### config.mk
export PLATFORM = sky130hd
export DESIGN_NAME = mem_port_arbiter
export DESIGN_NICKNAME = d
export VERILOG_FILES = /design/src/rtl/mem_port_arbiter.sv
export SDC_FILE = /design/constraint.sdc
export NUM_CORES = 1
export LEC_CHECK = 0
export BUFFER_PORTS_ARGS = -buffer_cell sky130_fd_sc_hd__buf_2
export CAP_MARGIN = 20
export CORE_UTILIZATION = 30
export DETAILED_ROUTE_END_ITERATION = 10
export GPL_TIMING_DRIVEN = 0
export PLACE_DENSITY_LB_ADDON = 0.08
export SKIP_CTS_REPAIR_TIMING = 1
export SYNTH_ARGS = -nofsm -noshare
export SYNTH_HDL_FRONTEND = slang
export SYNTH_SLANG_ARGS = --single-unit
### constraint.sdc
create_clock -name Clock -period 2.5 [get_ports Clock]
set_clock_uncertainty 0.05 [all_clocks]
set_input_delay 0.5 -clock Clock [delete_from_list [all_inputs] [get_ports Clock]]
set_output_delay 0.5 -clock Clock [all_outputs]
set_load 0.01 [all_outputs]
### src/rtl/mem_port_arbiter.sv
// Arbiter sharing one Avalon-style memory between the fetch and data ports.
// The data port wins ties; a starvation counter eventually forces a fetch grant.
module mem_port_arbiter #(
    parameter int WORD_SIZE    = 16,
    parameter int STARVE_LIMIT = 4
) (
    input  logic                 Clock,
    input  logic                 Resetn,
    input  logic                 IRead,
    input  logic [WORD_SIZE-1:0] IAddr,
    output logic                 IWaitreq,
    output logic [WORD_SIZE-1:0] IRdata,
    output logic                 IRvalid,
    input  logic                 DRead,
    input  logic                 DWrite,
    input  logic [WORD_SIZE-1:0] DAddr,
    input  logic [WORD_SIZE-1:0] DWdata,
    output logic                 DWaitreq,
    output logic [WORD_SIZE-1:0] DRdata,
    output logic                 DRvalid,
    output logic [WORD_SIZE-1:0] MemAddr,
    output logic [WORD_SIZE-1:0] MemWdata,
    output logic                 MemRead,
    output logic                 MemWrite,
    input  logic                 MemWaitreq,
    input  logic [WORD_SIZE-1:0] MemRdata,
    input  logic                 MemRvalid
);

    localparam logic [2:0] IDLE  = 3'd0;
    localparam logic [2:0] GNT_I = 3'd1;
    localparam logic [2:0] GNT_D = 3'd2;
    localparam logic [2:0] RD_I  = 3'd3;
    localparam logic [2:0] RD_D  = 3'd4;

    localparam int CW = $clog2(STARVE_LIMIT + 1);
    localparam logic [CW-1:0] LIMIT = CW'(STARVE_LIMIT);

    logic [2:0]    state;
    logic [2:0]    state_nxt;
    logic [CW-1:0] starve;
    logic [CW-1:0] starve_nxt;
    logic          d_req;
    logic          i_acc;
    logic          d_acc;

    assign d_req = DRead | DWrite;
    assign i_acc = (state == GNT_I) & ~MemWaitreq;
    assign d_acc = (state == GNT_D) & ~MemWaitreq;

    assign IWaitreq = IRead & ~i_acc;
    assign DWaitreq = d_req & ~d_acc;

    // Read data is forwarded straight through to whichever port owns the read.
    assign IRvalid = (state == RD_I) & MemRvalid;
    assign DRvalid = (state == RD_D) & MemRvalid;
    assign IRdata  = IRvalid ? MemRdata : '0;
    assign DRdata  = DRvalid ? MemRdata : '0;

    // Next-state and starvation bookkeeping; requests are only arbitrated in IDLE.
    always_comb begin
        state_nxt  = state;
        starve_nxt = starve;
        case (state)
            IDLE: begin
                if (d_req && (starve < LIMIT || !IRead)) begin
                    state_nxt = GNT_D;
                    if (IRead && starve < LIMIT)
                        starve_nxt = starve + CW'(1);
                end else if (IRead) begin
                    state_nxt  = GNT_I;
                    starve_nxt = '0;
                end
            end
            GNT_I: begin
                if (!IRead)
                    state_nxt = IDLE;
                else if (!MemWaitreq)
                    state_nxt = RD_I;
            end
            GNT_D: begin
                if (!d_req)
                    state_nxt = IDLE;
                else if (!MemWaitreq)
                    state_nxt = DWrite ? IDLE : RD_D;
            end
            RD_I, RD_D: begin
                if (MemRvalid)
                    state_nxt = IDLE;
            end
            default: state_nxt = IDLE;
        endcase
    end

    // Memory command mux: only the granted port drives the bus, writes win over reads.
    always_comb begin
        MemAddr  = '0;
        MemWdata = '0;
        MemRead  = 1'b0;
        MemWrite = 1'b0;
        if (state == GNT_I) begin
            MemAddr = IAddr;
            MemRead = IRead;
        end else if (state == GNT_D) begin
            MemAddr  = DAddr;
            MemWdata = DWdata;
            MemWrite = DWrite;
            MemRead  = DRead & ~DWrite;
        end
    end

    // State registers; reset abandons any outstanding transaction.
    always_ff @(posedge Clock or negedge Resetn) begin
        if (!Resetn) begin
            state  <= IDLE;
            starve <= '0;
        end else begin
            state  <= state_nxt;
            starve <= starve_nxt;
        end
    end

endmodule
==> impl_metrics.sql, run 1 <==
INSERT INTO impl_metrics (metric_group, metric, value, unit) VALUES
('pwr', 'power.static_leakage', '1.11', 'nW'),
('route', 'drt_pre_antenna_iters', '4', ''),
('placed_design', 'place_inst', '306', ''),
('cells_and_area', 'most_common_cell_after_layout_fill_and_taps_aside', 'buf_2', ''),
('sta', 'hold_ws', '9.39', 'ps'),
('cells_and_area', 'filler_cell_count', '326', ''),
('critical_path', 'critical_path_peak_fanout', '10', ''),
('logic_synthesis', 'yosys_warnings', '0', ''),
('cts', 'max-clock-path-buffers', '2', ''),
('cts', 'root_buffer', 'clkbuf_4', ''),
('sta', 'period_minus_slack', '2340', 'ps'),
('pwr', 'power_density', '723', 'nW/um^2'),
('critical_path', 'timing.reg2reg.worst_path_depth', '5', ''),
('critical_path', 'timing.critical_path.from_type', 'flop', ''),
('logic_synthesis', 'synth.cell_area', '966', 'sq um'),
('placed_design', 'dpl_cell_area', '1720', 'sq um'),
('critical_path', 'timing.setup.critical_path_class', 'reg -> out', ''),
('logic_synthesis', 'synth.lib_cells_used.distinct', '31', ''),
('cells_and_area', 'synthToLayoutAreaGrowth', '82.3', '%'),
('cts', 'clk-insertion-delay-late', '250', 'ps'),
('pwr', 'net-switching-power', '0.000594', 'W'),
('pwr', 'power.sequential.fraction', '12.4', '%'),
('floorplan', 'full_die_area', '3450', 'sq um'),
('cts', 'clock_tree_from_tritoncts', 'built', ''),
('global_routing', 'grt_first_pass_wirelength', '5.02', 'mm'),
('route', 'detail_route.wl_per_cell', '11.4', 'um'),
('pwr', 'pwr-share-clk', '7.3', '%'),
('critical_path', 'crit_end', 'MemWdata[7]', ''),
('logic_synthesis', 'synth_top_cell_by_area', 'and2_1', ''),
('route', 'wl', '3.52', 'mm'),
('sta', 'timing_max_transition_violations_final', '0', ''),
('sta', 'setup-violations-final', '0', ''),
('cts', 'cts-buffers-inserted', '3', ''),
('status', 'outcome', 'completed', ''),
('global_routing', 'antenna_found_initial', '0', ''),
('critical_path', 'regToRegStartpoint', 'state[1]', ''),
('cts', 'clock_sinks', '6', ''),
('pwr', 'p_comb_share', '80.3', '%'),
('route', 'vias_per_cell', '4.41', ''),
('placed_design', 'place.detailed.hpwl', '3.05', 'mm'),
('global_routing', 'grt.total_usage', '19.0', '%'),
('route', 'drt_iter0_markers', '26', ''),
('pwr', 'ir_drop_worst_vdd', '0.000355', 'V'),
('sta', 'worst_slew_margin', '74.3', '%'),
('sta', 'grt_setup_unrepaired', 'true', ''),
('global_routing', 'first_global_vias', '1106', ''),
('route', 'dr_total_vias', '1363', ''),
('critical_path', 'crit-reg2reg-capture', 'state[1]', ''),
('sta', 'setup_total_negative_slack', '0', 'ps'),
('sta', 'clock.fmax', '428', 'MHz'),
('cts', 'h-tree-depth', '1', ''),
('flow_run', 'max-cap-violations', '0', ''),
('route', 'route.detailed.drc', '0', ''),
('floorplan', 'ioPinCount', '141', ''),
('logic_synthesis', 'ys_ff_latch', '6', ''),
('logic_synthesis', 'synth_seq_area_share', '15.5', '%'),
('floorplan', 'height_of_the_die', '58.7', 'um'),
('cells_and_area', 'antenna-diode-count', '0', ''),
('floorplan', 'chipWidth', '58.7', 'um'),
('route', 'postRouteAntennaNets', '0', ''),
('cells_and_area', 'fin_nets', '339', ''),
('global_routing', 'grt_max_degree', '11', ''),
('logic_synthesis', 'synth_top_area_share', '31.7', '%'),
('logic_synthesis', 'synthesized_area_per_cell', '7.92', 'sq um'),
('global_routing', 'globalRoute.totalOverflow', '0', ''),
('min_path', 'hold_class', 'in -> async', ''),
('logic_synthesis', 'syn-num-nets', '194', ''),
('critical_path', 'worst-r2r-setup-slack', '830', 'ps'),
('floorplan', 'initial_utilization', '31.6', '%'),
('cells_and_area', 'layout.cell_area.non_filler', '1760', 'sq um'),
('cells_and_area', 'drive_gt1_share', '60.8', '%');
==> area by class of cell <==
class	count	area, sq um	share of cell area, %
buffer	9	57.6	3.27
clock buffer	3	22.5	1.28
inverter	4	15.0	0.853
multi-input combinational	103	759	43.1
sequential	6	150	8.53
tap	44	55.1	3.13
timing repair buffer	140	701	39.8
==> flip-flops by register name, summed over array words and instances, names as in the netlist <==
register	count
starve	3
state	3
==> metrics by stage <==
stage | utilization (%) | power [W] | setup WS, ps
finish | 57.7 | 0.00127 | 163
global route | 57.7 | 0.00139 | -0.133
CTS | 57.1 | 0.00126 | 16.7
detailed placement | 56.4 | 0.00117 | 279
global placement | 56.4 | 0.00116 | 319
floorplan | - | 0.000806 | 570
==> power groups by stage <==
stage | Clock [W] | Sequential [W] | Combinational (W)
floorplan | 0 | 0.000154 | 0.000652
global placement | 0 | 0.000159 | 0.00101
detailed placement | 0 | 0.000160 | 0.00101
CTS | 0.0000966 | 0.000158 | 0.00101
global route | 0.000106 | 0.000162 | 0.00113
finish | 0.0000934 | 0.000158 | 0.00102
==> per-layer routing <==
| layer | share of wire (%) | track usage (%) | vias up |
|---|---|---|---|
| met5 | 0 | 0 | - |
| met4 | 1.2 | 6.80 | 0 |
| met3 | 8.6 | 4.62 | 6 |
| met2 | 53 | 34.7 | 74 |
| met1 | 37 | 21.2 | 572 |
| li1 | - | - | 711 |
==> critical path, stage by stage (launching register included) <==
cell and delay, ps:
dfrtp_1 370, buf_4 180, nor3b_4 360, clkbuf_1 300
and2_1 200, buf_2 130
==> cells in the mapped netlist <==
cell type,instances
a211oi_1,1
a21boi_0,1
a21o_1,1
a21oi_1,2
a22o_1,16
a311oi_2,1
and2_1,49
buf_2,3
buf_4,1
buf_6,2
clkbuf_1,3
dfrtp_1,6
ha_1,1
inv_1,4
mux2_4,1
mux2i_1,1
nand2_1,8
nand2b_1,2
nand3_1,1
nand3b_1,2
nor2_1,2
nor2_2,1
nor3_1,1
nor3b_2,2
nor4_4,2
nor4b_1,1
o21ai_0,3
o21ai_2,1
o22ai_1,1
or3_4,1
or4b_4,1
==> cells by family (layout without fill, tap and decap cells) <==
kind of cell | after synthesis | after routing | synth area share [%]
AOI/OAI and AO/OA | 27 | 27 | 22.5
muxes | 2 | 2 | 2.59
buffers and inverters | 13 | 156 | 7.38
DFF | 6 | 6 | 15.5
and+or+nand+nor | 73 | 73 | 50.6
adders and majority gates | 1 | 1 | 1.30
==> how the worst min path moves through the flow <==
stage	slack (ps)	from	end	cells past startpoint
after global routing	5	Resetn	starve[2]	1
after floorplan	150	Resetn	starve[0]	0
after detailed placement	280	Resetn	starve[2]	1
final	9	Resetn	starve[2]	1
after global placement	280	Resetn	starve[2]	1
after CTS	10	Resetn	starve[2]	1
(Power assumes the default switching activity.)
==> run 2, diff against run 1 <==
Clock period 2.5 ns to 2.15 ns, I/O delays scaled along.
==> run 2 against run 1 <==
  * Routed wire length increased by 9.8%
  * Count of clock-buffer cells in the layout unchanged
  * Hold slack improved by 440 ps
  * Non-clock buffer count increased by 20
  * Critical endpoint is now MemRead
  * Largest cell class is now non-clock buffers
  * Largest power group unchanged
  * Highest routed layer unchanged
==> impl_metrics.sql, run 2 (same netlist as run 1, synthesis figures left out) <==
INSERT INTO impl_metrics (metric_group, metric, value, unit) VALUES
('status', 'outcome', 'completed', ''),
('pwr', 'power_density', '916', 'nW/um^2'),
('floorplan', 'full_die_area', '3450', 'sq um'),
('floorplan', 'chipWidth', '58.7', 'um'),
('critical_path', 'timing.reg2reg.worst_path_depth', '7', ''),
('cells_and_area', 'synthToLayoutAreaGrowth', '109', '%'),
('route', 'drt_pre_antenna_iters', '4', ''),
('sta', 'period_share', '99.1', '%'),
('cts', 'clock_tree_from_tritoncts', 'built', ''),
('global_routing', 'grt.total_usage', '19.0', '%'),
('sta', 'grt_setup_unrepaired', 'true', ''),
('global_routing', 'grt_max_degree', '11', ''),
('critical_path', 'crit_required', '1670', 'ps'),
('floorplan', 'initial_utilization', '31.6', '%'),
('global_routing', 'first_global_vias', '1106', ''),
('cells_and_area', 'drive_gt1_share', '66.7', '%'),
('floorplan', 'row_count', '20', ''),
('cells_and_area', 'fin_nets', '359', ''),
('critical_path', 'timing.critical_path.from_type', 'flop', ''),
('route', 'dr_total_vias', '1458', ''),
('route', 'postRouteAntennaNets', '0', ''),
('route', 'vias_per_cell', '4.43', ''),
('sta', 'setup-violations-final', '0', ''),
('floorplan', 'height_of_the_die', '58.7', 'um'),
('cells_and_area', 'fin_cells', '329', ''),
('placed_design', 'place.detailed.hpwl', '3.05', 'mm'),
('sta', 'worst_slew_margin', '76.5', '%'),
('route', 'route.detailed.drc', '0', ''),
('critical_path', 'worstSetupEndpointType', 'output port', ''),
('cts', 'clock_sinks', '6', ''),
('pwr', 'ir_drop_worst_vdd', '0.000522', 'V'),
('cts', 'h-tree-depth', '1', ''),
('sta', 'period_minus_slack', '2130', 'ps'),
('cells_and_area', 'most_common_cell_after_layout_fill_and_taps_aside', 'buf_2', ''),
('global_routing', 'grt_first_pass_wirelength', '5.02', 'mm'),
('critical_path', 'timing.setup.critical_path_class', 'reg -> out', ''),
('placed_design', 'gpl.final_weighted_congestion', '0.763', ''),
('sta', 'timing_max_transition_violations_final', '0', ''),
('sta', 'tightestPinTransition', '353', 'ps'),
('sta', 'finalHoldViolations', '0', ''),
('cells_and_area', 'antenna-diode-count', '0', ''),
('cts', 'clk-insertion-delay-late', '260', 'ps'),
('cts', 'cts-buffers-inserted', '3', ''),
('cells_and_area', 'most-common-layout-cells', '134 x buf_2, 41 x and2_1, 21 x buf_4', ''),
('route', 'drt_iter0_markers', '17', ''),
('min_path', 'hold_class', 'reg -> reg', ''),
('flow_run', 'max-cap-violations', '0', ''),
('pwr', 'power.static_leakage', '1.25', 'nW'),
('cells_and_area', 'postLayoutCoreUtil', '66.2', '%'),
('critical_path', 'critical_path_peak_fanout', '8', ''),
('placed_design', 'place_inst', '306', ''),
('floorplan', 'ioPinCount', '141', ''),
('cells_and_area', 'layout_top_registers', 'starve x3, state x3', ''),
('cts', 'max-clock-path-buffers', '2', ''),
('placed_design', 'placement.io_buffers', '140', ''),
('sta', 'clock.fmax', '469', 'MHz'),
('cts', 'root_buffer', 'clkbuf_4', ''),
('global_routing', 'antenna_found_initial', '0', ''),
('sta', 'setup_total_negative_slack', '0', 'ps'),
('route', 'wl', '3.86', 'mm'),
('floorplan', 'coreArea', '3050', 'sq um'),
('global_routing', 'globalRoute.totalOverflow', '0', ''),
('critical_path', 'arrival', '1650', 'ps'),
('cts', 'clkSlewWorstSetupHoldPaths', '50', 'ps'),
('route', 'detail_route.wl_per_cell', '11.7', 'um'),
('cells_and_area', 'filler_cell_count', '298', ''),
('min_path', 'holdPathStages', '2', '');
-- run 2: cell types whose count changed in the layout (fill, tap and decap cells not counted), sizes merged --
| cell | previous run | this run |
|---|---|---|
| dlygate4sd3 | 0 | 1 |
| clkbuf | 6 | 3 |
| buf | 146 | 168 |
-- run 2: area by class of cell --
type | instances | area, sq um | share of cell area [%]
repair buffers | 160 | 911 | 45.1
well taps | 44 | 55.1 | 2.72
flip-flops and latches | 6 | 150 | 7.43
plain buffers | 9 | 82.6 | 4.09
multi-input cells | 103 | 785 | 38.8
inverters | 4 | 15.0 | 0.743
clock buffers | 3 | 22.5 | 1.11
-- run 2: per-stage QoR --
stage | instance area [sq um] | hold WS [ps] | setup WS (ps) | power (W)
2_1_floorplan | 966 | 84.4 | 290 | 0.000938
3_3_place_gp | 1720 | 212 | 39.0 | 0.00135
3_5_place_dp | 1720 | 211 | -0.978 | 0.00136
4_1_cts | 1740 | -59.6 | -263 | 0.00147
5_1_grt | 2020 | 463 | -54.9 | 0.00199
6_report | 2020 | 446 | 18.6 | 0.00185
-- run 2: path summary, 6_finish.rpt --
check                               start  slack [ps]        end
min in group asynchronous          Resetn         480  starve[2]
worst min-delay path            starve[1]         450  starve[1]
worst max register to register   state[0]         290   state[1]
worst max-delay path             state[1]          20    MemRead
worst min register to register  starve[1]         450  starve[1]
max in group asynchronous          Resetn        1410   state[0]
-- run 2: metal layers --
layer  GRT usage [%]  share of wire, %
met1            21.2                36
met2            34.7                55
met3            4.62               8.1
met4            6.80               1.3
met5               0                 0
-- run 2: power breakdown --
part,total (W),leakage [nW],internal [W],switching (W)
combinational,0.00155,1.16,0.000855,0.000697
clock,0.000114,0.0138,0.0000638,0.0000499
sequential,0.000184,0.0783,0.000157,0.0000275
-- run 2: worst max-delay path, stage by stage (launching register included) --
cell,delay (ps)
dfrtp_1,360
buf_6,150
nor3b_4,320
buf_6,170
buf_6,90
nand3b_1,90
nand2_1,90
buf_2,130
==> run 3, diff against run 2 <==
Clock period 2.15 ns to 2.2 ns, I/O delays scaled along.
==> run 3 against run 2 <==
  * Combinational power shrank 16%
  * Utilization down 4.7 points
  * Design area down 7.1%
  * Highest routed layer unchanged
  * Largest cell class unchanged
  * Register-to-register slack better by 240 ps
==> impl_metrics.sql, run 3 (same netlist as run 1, synthesis figures left out) <==
INSERT INTO impl_metrics (metric_group, metric, value, unit) VALUES
('floorplan', 'ioPinCount', '141', ''),
('placed_design', 'gpl.final_weighted_congestion', '0.763', ''),
('cts', 'root_buffer', 'clkbuf_4', ''),
('global_routing', 'grt.total_usage', '19.0', '%'),
('route', 'vias_per_cell', '4.35', ''),
('sta', 'final_critical_path_setup_slack', '89.5', 'ps'),
('floorplan', 'row_count', '20', ''),
('cells_and_area', 'antenna-diode-count', '0', ''),
('sta', 'finalHoldViolations', '0', ''),
('cts', 'clock_tree_from_tritoncts', 'built', ''),
('route', 'postRouteAntennaNets', '0', ''),
('critical_path', 'crit_slowest_cell', 'dfrtp_1', ''),
('route', 'route.detailed.drc', '0', ''),
('pwr', 'power.static_leakage', '1.18', 'nW'),
('global_routing', 'grt_use_met1', '21.2', '%'),
('cts', 'clkSlewWorstSetupHoldPaths', '40', 'ps'),
('placed_design', 'pre_cts_ws', '39.0', 'ps'),
('cts', 'max-clock-path-buffers', '2', ''),
('global_routing', 'globalRouteMet3Util', '4.62', '%'),
('pwr', 'ir_drop_worst_vdd', '0.000447', 'V'),
('critical_path', 'slowest_delay', '370', 'ps'),
('global_routing', 'grt_max_degree', '11', ''),
('cells_and_area', 'fin_nets', '351', ''),
('critical_path', 'critical-path-top-cell-by-count', 'buf_4', ''),
('global_routing', 'antenna_found_initial', '0', ''),
('floorplan', 'initial_utilization', '31.6', '%'),
('critical_path', 'critical_path_peak_fanout', '10', ''),
('placed_design', 'place.detailed.hpwl', '3.05', 'mm'),
('placed_design', 'placement.io_buffers', '140', ''),
('critical_path', 'crit_required', '1710', 'ps'),
('global_routing', 'grt_first_pass_wirelength', '5.02', 'mm'),
('sta', 'grt_setup_unrepaired', 'true', ''),
('cells_and_area', 'layout_top_registers', 'starve x3, state x3', ''),
('cts', 'h-tree-depth', '1', ''),
('flow_run', 'max-cap-violations', '0', ''),
('floorplan', 'full_die_area', '3450', 'sq um'),
('sta', 'period_share', '95.9', '%'),
('sta', 'clock.fmax', '474', 'MHz'),
('route', 'wl', '3.66', 'mm'),
('route', 'drt_pre_antenna_iters', '4', ''),
('sta', 'worst_slew_margin', '76.6', '%'),
('floorplan', 'coreArea', '3050', 'sq um'),
('cells_and_area', 'drive_gt1_share', '62.8', '%'),
('critical_path', 'timing.setup.critical_path_class', 'reg -> out', ''),
('global_routing', 'grt.busiest_layer', 'met2', ''),
('global_routing', 'groute.layer.met2.usage', '34.7', '%'),
('route', 'drt_iter0_markers', '15', ''),
('cts', 'clk-insertion-delay-late', '250', 'ps'),
('sta', 'period_minus_slack', '2110', 'ps'),
('sta', 'setup_total_negative_slack', '0', 'ps'),
('sta', 'setup-violations-final', '0', ''),
('global_routing', 'first_global_vias', '1106', ''),
('sta', 'timing_max_transition_violations_final', '0', ''),
('cells_and_area', 'synthToLayoutAreaGrowth', '94.3', '%'),
('critical_path', 'worstPathCellList', 'buf_4 > nor3b_4 > buf_4 > and2_1 > buf_2', ''),
('floorplan', 'height_of_the_die', '58.7', 'um'),
('route', 'dr_total_vias', '1396', ''),
('global_routing', 'globalRoute.totalOverflow', '0', ''),
('floorplan', 'chipWidth', '58.7', 'um'),
('cells_and_area', 'most_common_cell_after_layout_fill_and_taps_aside', 'buf_2', ''),
('critical_path', 'arrival', '1620', 'ps'),
('status', 'outcome', 'completed', ''),
('min_path', 'hold_class', 'reg -> reg', ''),
('sta', 'tightestPinTransition', '351', 'ps'),
('critical_path', 'timing.critical_path.from_type', 'flop', ''),
('cts', 'clock_sinks', '6', ''),
('critical_path', 'worstSetupEndpointType', 'output port', ''),
('cts', 'cts-buffers-inserted', '3', ''),
('route', 'detail_route.wl_per_cell', '11.4', 'um'),
('pwr', 'power_density', '845', 'nW/um^2'),
('cells_and_area', 'most-common-layout-cells', '141 x buf_2, 49 x and2_1, 16 x a22o_1', '');
-- run 3: worst paths after layout --
kind                       slack [ps]  depth (start not counted)      start          end
max reg2reg                       530                          5   state[1]     state[1]
min                               440                          2  starve[1]    starve[1]
min reg2reg                       440                          2  starve[1]    starve[1]
max                                90                          5   state[0]  MemWdata[7]
max in group asynchronous        1450                          2     Resetn     state[0]
min in group asynchronous         500                          2     Resetn    starve[2]
-- run 3: cell type report --
cell class,count,area [sq um]
inverter,4,15.0
buffer,9,76.3
sequential,6,150
fill,318,1180
timing repair buffer,152,793
clock buffer,3,22.5
multi-input combinational,103,764
tap,44,55.1
-- run 3: metrics by stage --
step / hold slack, ps / util [%] / area, sq um / power, W / cells
after global routing: 463 / 61.5 / 1880 / 0.00172 / 321
after global placement: 222 / 56.4 / 1720 / 0.00132 / 306
after detailed placement: 221 / 56.4 / 1720 / 0.00133 / 306
after CTS: -49.6 / 57.1 / 1740 / 0.00144 / 309
after floorplan: 94.4 / - / 966 / 0.000916 / 122
final: 444 / 61.5 / 1880 / 0.00159 / 321
-- run 3: per-layer routing --
metal / part of all wire, % / wire, um / up-vias
met1: 37 / 1350 / 582
met2: 54 / 1970 / 76
met5: 0 / 0 / -
li1: - / - / 732
met3: 8.2 / 302 / 6
met4: 1.3 / 48 / 0
-- run 3: critical path: cells and delay by family (launching register included) --
kind	cells	cell delay (ps)
buffers and inverters	3	520
flip-flops	1	370
AND/OR/NAND/NOR	2	480
-- run 3: power by group --
part | switching (W) | internal, W | total (W)
combinational | 0.000630 | 0.000669 | 0.00130
clock | 0.0000453 | 0.0000621 | 0.000107
sequential | 0.0000259 | 0.000153 | 0.000179
